$ cat src/rtl/uc_pkg.sv
// rtl/uc_pkg.sv - shared types and constants for the uc channel arbiter
package uc_pkg;

  localparam int WORD_W = 16;
  localparam int GAP_CYCLES_DEF = 75000;

  typedef enum logic [1:0] {
    ST_IDLE = 2'd0,
    ST_SEND = 2'd1,
    ST_POP  = 2'd2,
    ST_GAP  = 2'd3
  } state_t;

endpackage

$ cat src/rtl/uc_channel_arbiter_if.sv
// rtl/uc_channel_arbiter_if.sv - channel FIFO and SPI master signal bundle for the arbiter
interface uc_channel_arbiter_if #(
  parameter int NUM_CH  = 4,
  parameter int CH_BITS = 2
);

  logic                             ON;
  logic [NUM_CH-1:0]                CH_EMPTY;
  logic [NUM_CH*uc_pkg::WORD_W-1:0] CH_DATA;
  logic [NUM_CH-1:0]                CH_RDREQ;
  logic                             SPI_ENA;
  logic [uc_pkg::WORD_W-1:0]        SPI_DATA;
  logic                             SPI_FIN;
  logic [CH_BITS-1:0]               GRANT_CH;
  logic                             BUSY;
  logic                             WORD_DONE;

  // arbiter side
  modport master (
    input  ON, CH_EMPTY, CH_DATA, SPI_FIN,
    output CH_RDREQ, SPI_ENA, SPI_DATA, GRANT_CH, BUSY, WORD_DONE
  );

  // FIFO / SPI master / control side
  modport slave (
    output ON, CH_EMPTY, CH_DATA, SPI_FIN,
    input  CH_RDREQ, SPI_ENA, SPI_DATA, GRANT_CH, BUSY, WORD_DONE
  );

endinterface

$ cat src/rtl/uc_rr_picker.sv
// rtl/uc_rr_picker.sv - combinational round-robin selector starting after the last served channel
module uc_rr_picker
  import uc_pkg::*;
#(
  parameter int NUM_CH  = 4,
  parameter int CH_BITS = 2
) (
  input  logic [NUM_CH-1:0]  req,
  input  logic [CH_BITS-1:0] last,
  output logic [CH_BITS-1:0] idx,
  output logic               valid
);

  // scan last+1 .. last+NUM_CH (mod NUM_CH); the final step revisits last itself
  always_comb begin
    idx   = '0;
    valid = 1'b0;
    for (int k = 1; k <= NUM_CH; k++) begin
      if (!valid && req[(int'(last) + k) % NUM_CH]) begin
        valid = 1'b1;
        idx   = CH_BITS'((int'(last) + k) % NUM_CH);
      end
    end
  end

endmodule

$ cat src/rtl/uc_channel_arbiter.sv
// rtl/uc_channel_arbiter.sv - paced round-robin arbiter feeding one SPI master from several FIFOs (option: UC_ARB_TAG_EN)
module uc_channel_arbiter
  import uc_pkg::*;
#(
  parameter int NUM_CH     = 4,
  parameter int CH_BITS    = 2,
  parameter int TICK_BITS  = 8,
  parameter int BURST_LEN  = 3,
  parameter int GAP_CYCLES = GAP_CYCLES_DEF,
  parameter int GAP_BITS   = 17
) (
  input logic                 SYS_CLK,
  input logic                 RST,
  uc_channel_arbiter_if.master bus
);

  localparam int BURST_W = $clog2(BURST_LEN + 1);

  logic [TICK_BITS-1:0] tick_cnt;
  logic                 msb_prev;
  logic                 tick;

  state_t               state;
  logic                 fin_prev;
  logic                 fin_rise;
  logic                 spi_ena;
  logic [WORD_W-1:0]    spi_data;
  logic [NUM_CH-1:0]    ch_rdreq;
  logic [CH_BITS-1:0]   grant_ch;
  logic                 busy;
  logic                 word_done;
  logic [CH_BITS-1:0]   last;
  logic [BURST_W-1:0]   burst_cnt;
  logic [GAP_BITS-1:0]  gap_cnt;

  logic [NUM_CH-1:0]    req;
  logic [CH_BITS-1:0]   pick_idx;
  logic                 pick_valid;
  logic [WORD_W-1:0]    pick_word;
  logic [WORD_W-1:0]    launch_word;
  logic [NUM_CH-1:0]    grant_onehot;

  assign tick         = tick_cnt[TICK_BITS-1] & ~msb_prev;
  assign fin_rise     = bus.SPI_FIN & ~fin_prev;
  assign req          = ~bus.CH_EMPTY;
  assign pick_word    = bus.CH_DATA[pick_idx*WORD_W +: WORD_W];
  assign grant_onehot = {{(NUM_CH-1){1'b0}}, 1'b1} << grant_ch;

`ifdef UC_ARB_TAG_EN
  assign launch_word = {pick_idx, pick_word[WORD_W-1-CH_BITS:0]};
`else
  assign launch_word = pick_word;
`endif

  uc_rr_picker #(
    .NUM_CH  (NUM_CH),
    .CH_BITS (CH_BITS)
  ) u_picker (
    .req   (req),
    .last  (last),
    .idx   (pick_idx),
    .valid (pick_valid)
  );

  // free-running pacing counter, held at zero while disabled; tick fires on its MSB rising
  always_ff @(posedge SYS_CLK) begin
    if (RST) begin
      tick_cnt <= '0;
      msb_prev <= 1'b0;
    end else begin
      msb_prev <= tick_cnt[TICK_BITS-1];
      if (!bus.ON) tick_cnt <= '0;
      else         tick_cnt <= tick_cnt + 1'b1;
    end
  end

  // grant / transfer / pop / gap sequencing with all outputs registered
  always_ff @(posedge SYS_CLK) begin
    if (RST) begin
      state     <= ST_IDLE;
      fin_prev  <= 1'b0;
      spi_ena   <= 1'b0;
      spi_data  <= '0;
      ch_rdreq  <= '0;
      grant_ch  <= '0;
      busy      <= 1'b0;
      word_done <= 1'b0;
      last      <= CH_BITS'(NUM_CH - 1);
      burst_cnt <= '0;
      gap_cnt   <= '0;
    end else begin
      fin_prev  <= bus.SPI_FIN;
      ch_rdreq  <= '0;
      word_done <= 1'b0;
      case (state)
        ST_IDLE: begin
          if (!bus.ON) begin
            burst_cnt <= '0;
            gap_cnt   <= '0;
          end else if (tick && !bus.SPI_FIN && pick_valid) begin
            state    <= ST_SEND;
            spi_ena  <= 1'b1;
            busy     <= 1'b1;
            spi_data <= launch_word;
            grant_ch <= pick_idx;
          end
        end
        ST_SEND: begin
          // ON is deliberately ignored here so a started word always completes
          if (fin_rise) begin
            state     <= ST_POP;
            spi_ena   <= 1'b0;
            busy      <= 1'b0;
            ch_rdreq  <= grant_onehot;
            word_done <= 1'b1;
            last      <= grant_ch;
            burst_cnt <= burst_cnt + 1'b1;
          end
        end
        ST_POP: begin
          if (!bus.ON) begin
            state     <= ST_IDLE;
            burst_cnt <= '0;
            gap_cnt   <= '0;
          end else if (burst_cnt == BURST_W'(BURST_LEN)) begin
            state     <= ST_GAP;
            burst_cnt <= '0;
            gap_cnt   <= '0;
          end else begin
            state <= ST_IDLE;
          end
        end
        ST_GAP: begin
          if (!bus.ON) begin
            state     <= ST_IDLE;
            burst_cnt <= '0;
            gap_cnt   <= '0;
          end else if (gap_cnt == GAP_BITS'(GAP_CYCLES - 1)) begin
            state   <= ST_IDLE;
            gap_cnt <= '0;
          end else begin
            gap_cnt <= gap_cnt + 1'b1;
          end
        end
        default: state <= ST_IDLE;
      endcase
    end
  end

  assign bus.SPI_ENA   = spi_ena;
  assign bus.SPI_DATA  = spi_data;
  assign bus.CH_RDREQ  = ch_rdreq;
  assign bus.GRANT_CH  = grant_ch;
  assign bus.BUSY      = busy;
  assign bus.WORD_DONE = word_done;

endmodule

$ cat src/flat_wrapper.sv
// flat-port wrapper written by rule: the top's interface ports become plain ports
module uc_channel_arbiter_flat import uc_pkg::*;
#(
  parameter int NUM_CH     = 4,
  parameter int CH_BITS    = 2,
  parameter int TICK_BITS  = 8,
  parameter int BURST_LEN  = 3,
  parameter int GAP_CYCLES = GAP_CYCLES_DEF,
  parameter int GAP_BITS   = 17
)
  (SYS_CLK, RST, bus_ON, bus_CH_EMPTY, bus_CH_DATA, bus_SPI_FIN, bus_CH_RDREQ, bus_SPI_ENA, bus_SPI_DATA, bus_GRANT_CH, bus_BUSY, bus_WORD_DONE);
  uc_channel_arbiter_if #(.NUM_CH(NUM_CH), .CH_BITS(CH_BITS)) bus_i ();
  input logic SYS_CLK;
  input logic RST;
  input wire logic [$bits(bus_i.ON)-1:0] bus_ON;
  input wire logic [$bits(bus_i.CH_EMPTY)-1:0] bus_CH_EMPTY;
  input wire logic [$bits(bus_i.CH_DATA)-1:0] bus_CH_DATA;
  input wire logic [$bits(bus_i.SPI_FIN)-1:0] bus_SPI_FIN;
  output wire logic [$bits(bus_i.CH_RDREQ)-1:0] bus_CH_RDREQ;
  output wire logic [$bits(bus_i.SPI_ENA)-1:0] bus_SPI_ENA;
  output wire logic [$bits(bus_i.SPI_DATA)-1:0] bus_SPI_DATA;
  output wire logic [$bits(bus_i.GRANT_CH)-1:0] bus_GRANT_CH;
  output wire logic [$bits(bus_i.BUSY)-1:0] bus_BUSY;
  output wire logic [$bits(bus_i.WORD_DONE)-1:0] bus_WORD_DONE;
  assign bus_i.ON = bus_ON;
  assign bus_i.CH_EMPTY = bus_CH_EMPTY;
  assign bus_i.CH_DATA = bus_CH_DATA;
  assign bus_i.SPI_FIN = bus_SPI_FIN;
  assign bus_CH_RDREQ = bus_i.CH_RDREQ;
  assign bus_SPI_ENA = bus_i.SPI_ENA;
  assign bus_SPI_DATA = bus_i.SPI_DATA;
  assign bus_GRANT_CH = bus_i.GRANT_CH;
  assign bus_BUSY = bus_i.BUSY;
  assign bus_WORD_DONE = bus_i.WORD_DONE;
  uc_channel_arbiter #(.NUM_CH(NUM_CH), .CH_BITS(CH_BITS), .TICK_BITS(TICK_BITS), .BURST_LEN(BURST_LEN), .GAP_CYCLES(GAP_CYCLES), .GAP_BITS(GAP_BITS)) u_core (.SYS_CLK(SYS_CLK), .RST(RST), .bus(bus_i));
endmodule
$ cat config.mk
export PLATFORM = sky130hd
export DESIGN_NAME = uc_channel_arbiter_flat
export DESIGN_NICKNAME = d
export VERILOG_FILES = /design/src/rtl/uc_pkg.sv /design/src/rtl/uc_channel_arbiter_if.sv /design/src/rtl/uc_rr_picker.sv /design/src/rtl/uc_channel_arbiter.sv /design/src/flat_wrapper.sv
export SDC_FILE = /design/constraint.sdc
export NUM_CORES = 1
export LEC_CHECK = 0
export BUFFER_PORTS_ARGS = -buffer_cell sky130_fd_sc_hd__buf_2
export CORE_MARGIN = 2
export CORE_UTILIZATION = 50
export DETAILED_ROUTE_END_ITERATION = 12
export PLACE_DENSITY = 0.81
export SLEW_MARGIN = 20
export SYNTH_ARGS = -nofsm -noshare
export SYNTH_HDL_FRONTEND = slang
export SYNTH_SLANG_ARGS = --single-unit
$ cat constraint.sdc
create_clock -name SYS_CLK -period 2.5 [get_ports SYS_CLK]
set_input_delay 0 -clock SYS_CLK [delete_from_list [all_inputs] [get_ports SYS_CLK]]
set_output_delay 0 -clock SYS_CLK [all_outputs]
set_load 0.01 [all_outputs]
==> metrics.txt <==
# TYPE chip_impl_metric gauge
chip_impl_metric{name="ir_worst_vdd",unit="V"} 0.000395
chip_impl_metric{name="timing_worst_slew_pin_value",unit="ns"} 0.588
chip_impl_metric{name="synth_fa_ha_area_share",unit="%"} 3.28
chip_impl_metric{name="synth_cells",unit=""} 358
chip_impl_metric{name="io_buffer_count",unit=""} 96
chip_impl_metric{name="clock_sinks",unit=""} 57
chip_impl_metric{name="timing.fmax",unit="GHz"} 0.437
chip_impl_metric{name="clock_power_share",unit="%"} 39.3
chip_impl_metric{name="worstSkewPairLatency",unit="ns"} 0.34
chip_impl_info{name="grt_setup_unrepaired",value="false"} 1
chip_impl_metric{name="dp_hpwl",unit="mm"} 5.47
chip_impl_metric{name="timing.critical_path.slowest_cell_delay",unit="ns"} 0.59
chip_impl_metric{name="relSlewSlack",unit="%"} 60.7
chip_impl_metric{name="fraction_of_layout_cells_with_a_size_suffix_above_1",unit="%"} 24.8
chip_impl_metric{name="yosys.cell_types.count",unit=""} 56
chip_impl_metric{name="wirelength",unit="mm"} 8.68
chip_impl_metric{name="synthArstFlopShare",unit="%"} 0
chip_impl_metric{name="floorplan.die.width",unit="um"} 82.1
chip_impl_metric{name="power.combinational.fraction",unit="%"} 20.4
chip_impl_metric{name="grt_start_max_net_pins",unit=""} 34
chip_impl_metric{name="grt_util_all_layers",unit="%"} 25.5
chip_impl_metric{name="filler_cell_count",unit=""} 447
chip_impl_metric{name="die_height",unit="um"} 82.1
chip_impl_metric{name="synth_compound_gate_area_share",unit="%"} 21.4
chip_impl_metric{name="detailroute.via_count",unit=""} 3181
chip_impl_metric{name="grt_first_pass_wirelength",unit="mm"} 13.1
chip_impl_metric{name="cts_max_path_buffers",unit=""} 2
chip_impl_metric{name="timing.final.max_slew_violations",unit=""} 0
chip_impl_metric{name="synth-edff-count",unit=""} 0
chip_impl_metric{name="finalSetupViolCount",unit=""} 0
chip_impl_metric{name="gr-total-overflow",unit=""} 0
chip_impl_metric{name="flow.area_growth_from_synthesis",unit="%"} 35.3
chip_impl_metric{name="finalNetCount",unit=""} 563
chip_impl_metric{name="critical_path_required",unit="ns"} 2.75
chip_impl_metric{name="drc",unit=""} 0
chip_impl_info{name="crit_path_top_delay_cell",value="sky130_fd_sc_hd__dlygate4sd3_1"} 1
chip_impl_metric{name="top_level_ports",unit=""} 97
chip_impl_metric{name="seq_power_share",unit="%"} 40.3
chip_impl_metric{name="synth_top_area_share",unit="%"} 37.4
chip_impl_info{name="ys_dominant_reg_cell",value="sky130_fd_sc_hd__dfxtp_1"} 1
chip_impl_metric{name="grt_antenna_before_repair",unit=""} 0
chip_impl_metric{name="postCtsSetupRepairBufs",unit=""} 0
chip_impl_info{name="worstHoldPathType",value="primary input to flop"} 1
chip_impl_metric{name="drt-initial-drc-count",unit=""} 225
chip_impl_info{name="category_of_the_worst_setup_path_launch_point",value="flop"} 1
chip_impl_info{name="worstPathCellList",value="or3b_1 -> o2111ai_2 -> nand2_4 -> mux2i_1 -> dlygate4sd3_1 -> o211ai_1"} 1
chip_impl_info{name="ys_top_cells_by_area",value="sky130_fd_sc_hd__dfxtp_1 (37%), sky130_fd_sc_hd__mux2i_1 (5.9%), sky130_fd_sc_hd__and3_1 (4.3%)"} 1
chip_impl_metric{name="mappedNetlistArea",unit="um2"} 3050
chip_impl_info{name="run_status",value="complete, no violations"} 1
chip_impl_metric{name="yosysWarningCount",unit=""} 0
chip_impl_metric{name="hold_violations",unit=""} 0
chip_impl_metric{name="wire_per_inst",unit="um"} 15.4
chip_impl_metric{name="p_sw_share",unit="%"} 27.4
chip_impl_metric{name="finalCoreUtilization",unit="%"} 69.7
chip_impl_metric{name="placementRows",unit=""} 28
chip_impl_metric{name="synth.ff_latch_count",unit=""} 57
chip_impl_metric{name="synth-xor-area-share",unit="%"} 3.45
chip_impl_info{name="cts-root-buf",value="sky130_fd_sc_hd__clkbuf_8"} 1
chip_impl_metric{name="intPower",unit="mW"} 1.69
chip_impl_metric{name="clock-skew-final",unit="ns"} 0.0103
chip_impl_metric{name="synthesis.area_per_instance",unit="um2"} 8.51
chip_impl_metric{name="grt_pass1_vias",unit=""} 2888
chip_impl_metric{name="critPathMaxFanout",unit=""} 17
chip_impl_metric{name="ys_seq_area_share",unit="%"} 37.4
chip_impl_metric{name="fraction_of_the_mapped_netlist_area_in_simple_logic_gates",unit="%"} 24.6
chip_impl_info{name="crit_path_end_kind",value="flop"} 1
chip_impl_info{name="criticalPathCategory",value="flop to flop"} 1
chip_impl_metric{name="finalCriticalPeriod",unit="ns"} 2.29
chip_impl_metric{name="clock_tree.htree_level_count",unit=""} 3
chip_impl_metric{name="switchingPower",unit="mW"} 0.636
chip_impl_metric{name="maxCapViolCount",unit=""} 0
chip_impl_metric{name="floorplan.die_area",unit="um2"} 6740
chip_impl_info{name="main_combinational_cell_family_by_area_after_synthesis",value="simple AND/OR/NAND/NOR gates"} 1
chip_impl_info{name="cts_tree",value="built"} 1
chip_impl_metric{name="static-leakage-power",unit="nW"} 1.81
chip_impl_info{name="path_delay_family",value="simple AND/OR/NAND/NOR gates"} 1
chip_impl_metric{name="drtAntennaViolNets",unit=""} 0
chip_impl_metric{name="setup_total_negative_slack",unit="ns"} 0
chip_impl_metric{name="power.density_cell_area",unit="nW/um2"} 563
chip_impl_metric{name="finalCritPeriodShare",unit="%"} 91.5
chip_impl_metric{name="start_util",unit="%"} 51.5
chip_impl_metric{name="timing.critical_path.arrival",unit="ns"} 2.53
chip_impl_metric{name="antennaDiodeCount",unit=""} 0
chip_impl_metric{name="detail_route.vias_per_cell",unit=""} 5.65
chip_impl_metric{name="clkTransAtPathRegs",unit="ns"} 0.07
chip_impl_metric{name="place_congestion",unit=""} 0.872
chip_impl_metric{name="worstPathBufferInverterCount",unit=""} 1
chip_impl_metric{name="muxShareOfSynthArea",unit="%"} 6.28
chip_impl_metric{name="first_pass_iters",unit=""} 5
chip_impl_metric{name="synth.net_count",unit=""} 438
chip_impl_metric{name="cts_buffers",unit=""} 9
chip_impl_info{name="yosys.area.top_type",value="sky130_fd_sc_hd__dfxtp_1"} 1
chip_impl_metric{name="design.core.area",unit="um2"} 5920
## per-stage QoR
stage	cell area [um2]	hold WS, ns	power (mW)	setup WS (ns)	std cells
CTS	4120	0.0150	2.31	0.124	563
floorplan	3050	0.128	1.22	0.462	358
detailed placement	3580	0.280	1.35	0.394	514
finish	4120	0.0278	2.32	0.211	563
global route	4120	0.0492	2.41	0.114	563
global placement	3580	0.259	1.33	0.450	514
## layer usage
metal  global-route usage, %  part of all wire [%]  routed length (um)
met5                       0                     0                   0
met4                    10.3                   2.7                 230
met3                    8.24                   6.5                 567
met1                    30.4                    42                3610
met2                    42.4                    49                4270
## path summary, 6_finish.rpt
kind | end | start | depth (start not counted) | slack, ns
max reg2reg | u_core.bus.SPI_DATA[8] | u_core.last[1] | 6 | 0.21
max | u_core.bus.SPI_DATA[8] | u_core.last[1] | 6 | 0.21
min reg2reg | u_core.tick_cnt[0] | u_core.tick_cnt[0] | 1 | 0.44
min | u_core.bus.SPI_DATA[1] | bus_CH_DATA[33] | 4 | 0.03
## worst reg2reg max path: cells and delay by family, from the launching register on
family | cells | cell delay [ns]
buffers and inverters | 1 | 0.59
AND/OR/NAND/NOR | 2 | 0.63
flip-flops | 1 | 0.45
multiplexers | 1 | 0.18
AO/OA/AOI/OAI | 2 | 0.35
## synthesized netlist by cell type, types with 3 or more instances
cell type and n:
sky130_fd_sc_hd__ha_1 8, sky130_fd_sc_hd__nand2b_1 4, sky130_fd_sc_hd__nand4_1 4, sky130_fd_sc_hd__nand3_1 12, sky130_fd_sc_hd__xor2_1 4, sky130_fd_sc_hd__dfxtp_1 57
sky130_fd_sc_hd__xnor2_1 8, sky130_fd_sc_hd__nand2_1 29, sky130_fd_sc_hd__or3_1 4, sky130_fd_sc_hd__clkbuf_1 14, sky130_fd_sc_hd__nor4_1 8, sky130_fd_sc_hd__nor2_1 35
sky130_fd_sc_hd__o21a_1 3, sky130_fd_sc_hd__and3_1 21, sky130_fd_sc_hd__nor4b_1 3, sky130_fd_sc_hd__nor2b_1 6, sky130_fd_sc_hd__nand3b_1 3, sky130_fd_sc_hd__mux2i_1 18
sky130_fd_sc_hd__inv_1 8, sky130_fd_sc_hd__o21ai_1 16, sky130_fd_sc_hd__a31oi_1 4, sky130_fd_sc_hd__a21oi_1 10, sky130_fd_sc_hd__o211ai_1 16, sky130_fd_sc_hd__o21ai_0 9
sky130_fd_sc_hd__a21boi_0 17
## cells by family after synthesis
family | count (synthesis)
muxes | 19
AOI/OAI and AO/OA | 94
DFF | 57
xor gates and xnor gates | 12
adders and majority gates | 8
and+or+nand+nor | 141
buffers and inverters | 27
## power by group through the flow
| stage | Clock [mW] | Combinational (mW) | Sequential, mW |
|---|---|---|---|
| 3_3_place_gp | 0 | 0.377 | 0.955 |
| 3_5_place_dp | 0 | 0.391 | 0.956 |
| 5_1_grt | 0.956 | 0.518 | 0.937 |
| 4_1_cts | 0.916 | 0.459 | 0.936 |
| 2_1_floorplan | 0 | 0.269 | 0.954 |
| 6_report | 0.912 | 0.474 | 0.936 |
## flip-flops by register name, indices dropped and copies added, names as in the netlist, 2 cells and up
name,cells
u_core.burst_cnt,2
u_core.state,2
u_core.bus.GRANT_CH,2
u_core.tick_cnt,8
u_core.bus.SPI_DATA,16
u_core.gap_cnt,17
u_core.bus.CH_RDREQ,4
u_core.last,2
## area by class of cell
type                    count  area [um2]  share of cell area [%]
flip-flops and latches     57        1140                    27.7
repair buffers            133         841                    20.4
clock buffers              14         173                    4.19
clock inverters             2        35.0                   0.850
inverters                   8        30.0                   0.728
multi-input cells         274        1810                    43.9
well taps                  75        93.8                    2.28
## cells in the final DEF, fill, tap and decap left out, types with 6 or more instances in the layout
master | synthesis | routed
sky130_fd_sc_hd__buf_2 | 2 | 96
sky130_fd_sc_hd__dfxtp_1 | 57 | 57
sky130_fd_sc_hd__nor2_1 | 35 | 35
sky130_fd_sc_hd__dlygate4sd3_1 | 0 | 33
sky130_fd_sc_hd__nand2_1 | 29 | 29
sky130_fd_sc_hd__and3_1 | 21 | 21
sky130_fd_sc_hd__mux2i_1 | 18 | 18
sky130_fd_sc_hd__a21boi_0 | 17 | 17
sky130_fd_sc_hd__o21ai_1 | 16 | 16
sky130_fd_sc_hd__o211ai_1 | 16 | 16
sky130_fd_sc_hd__nand3_1 | 12 | 12
sky130_fd_sc_hd__clkbuf_8 | 0 | 12
sky130_fd_sc_hd__a21oi_1 | 10 | 10
sky130_fd_sc_hd__o21ai_0 | 9 | 9
sky130_fd_sc_hd__inv_1 | 8 | 8
sky130_fd_sc_hd__nor4_1 | 8 | 8
sky130_fd_sc_hd__xnor2_1 | 8 | 8
sky130_fd_sc_hd__ha_1 | 8 | 8
sky130_fd_sc_hd__nor2b_1 | 6 | 6
## repair_timing
action,CTS,global route
hold endpoints to repair,17,0
hold buffers,33,0
gates resized for setup,0,1
endpoints found under the setup margin,0,8
No activity file was read; power rests on OpenSTA's default activity.
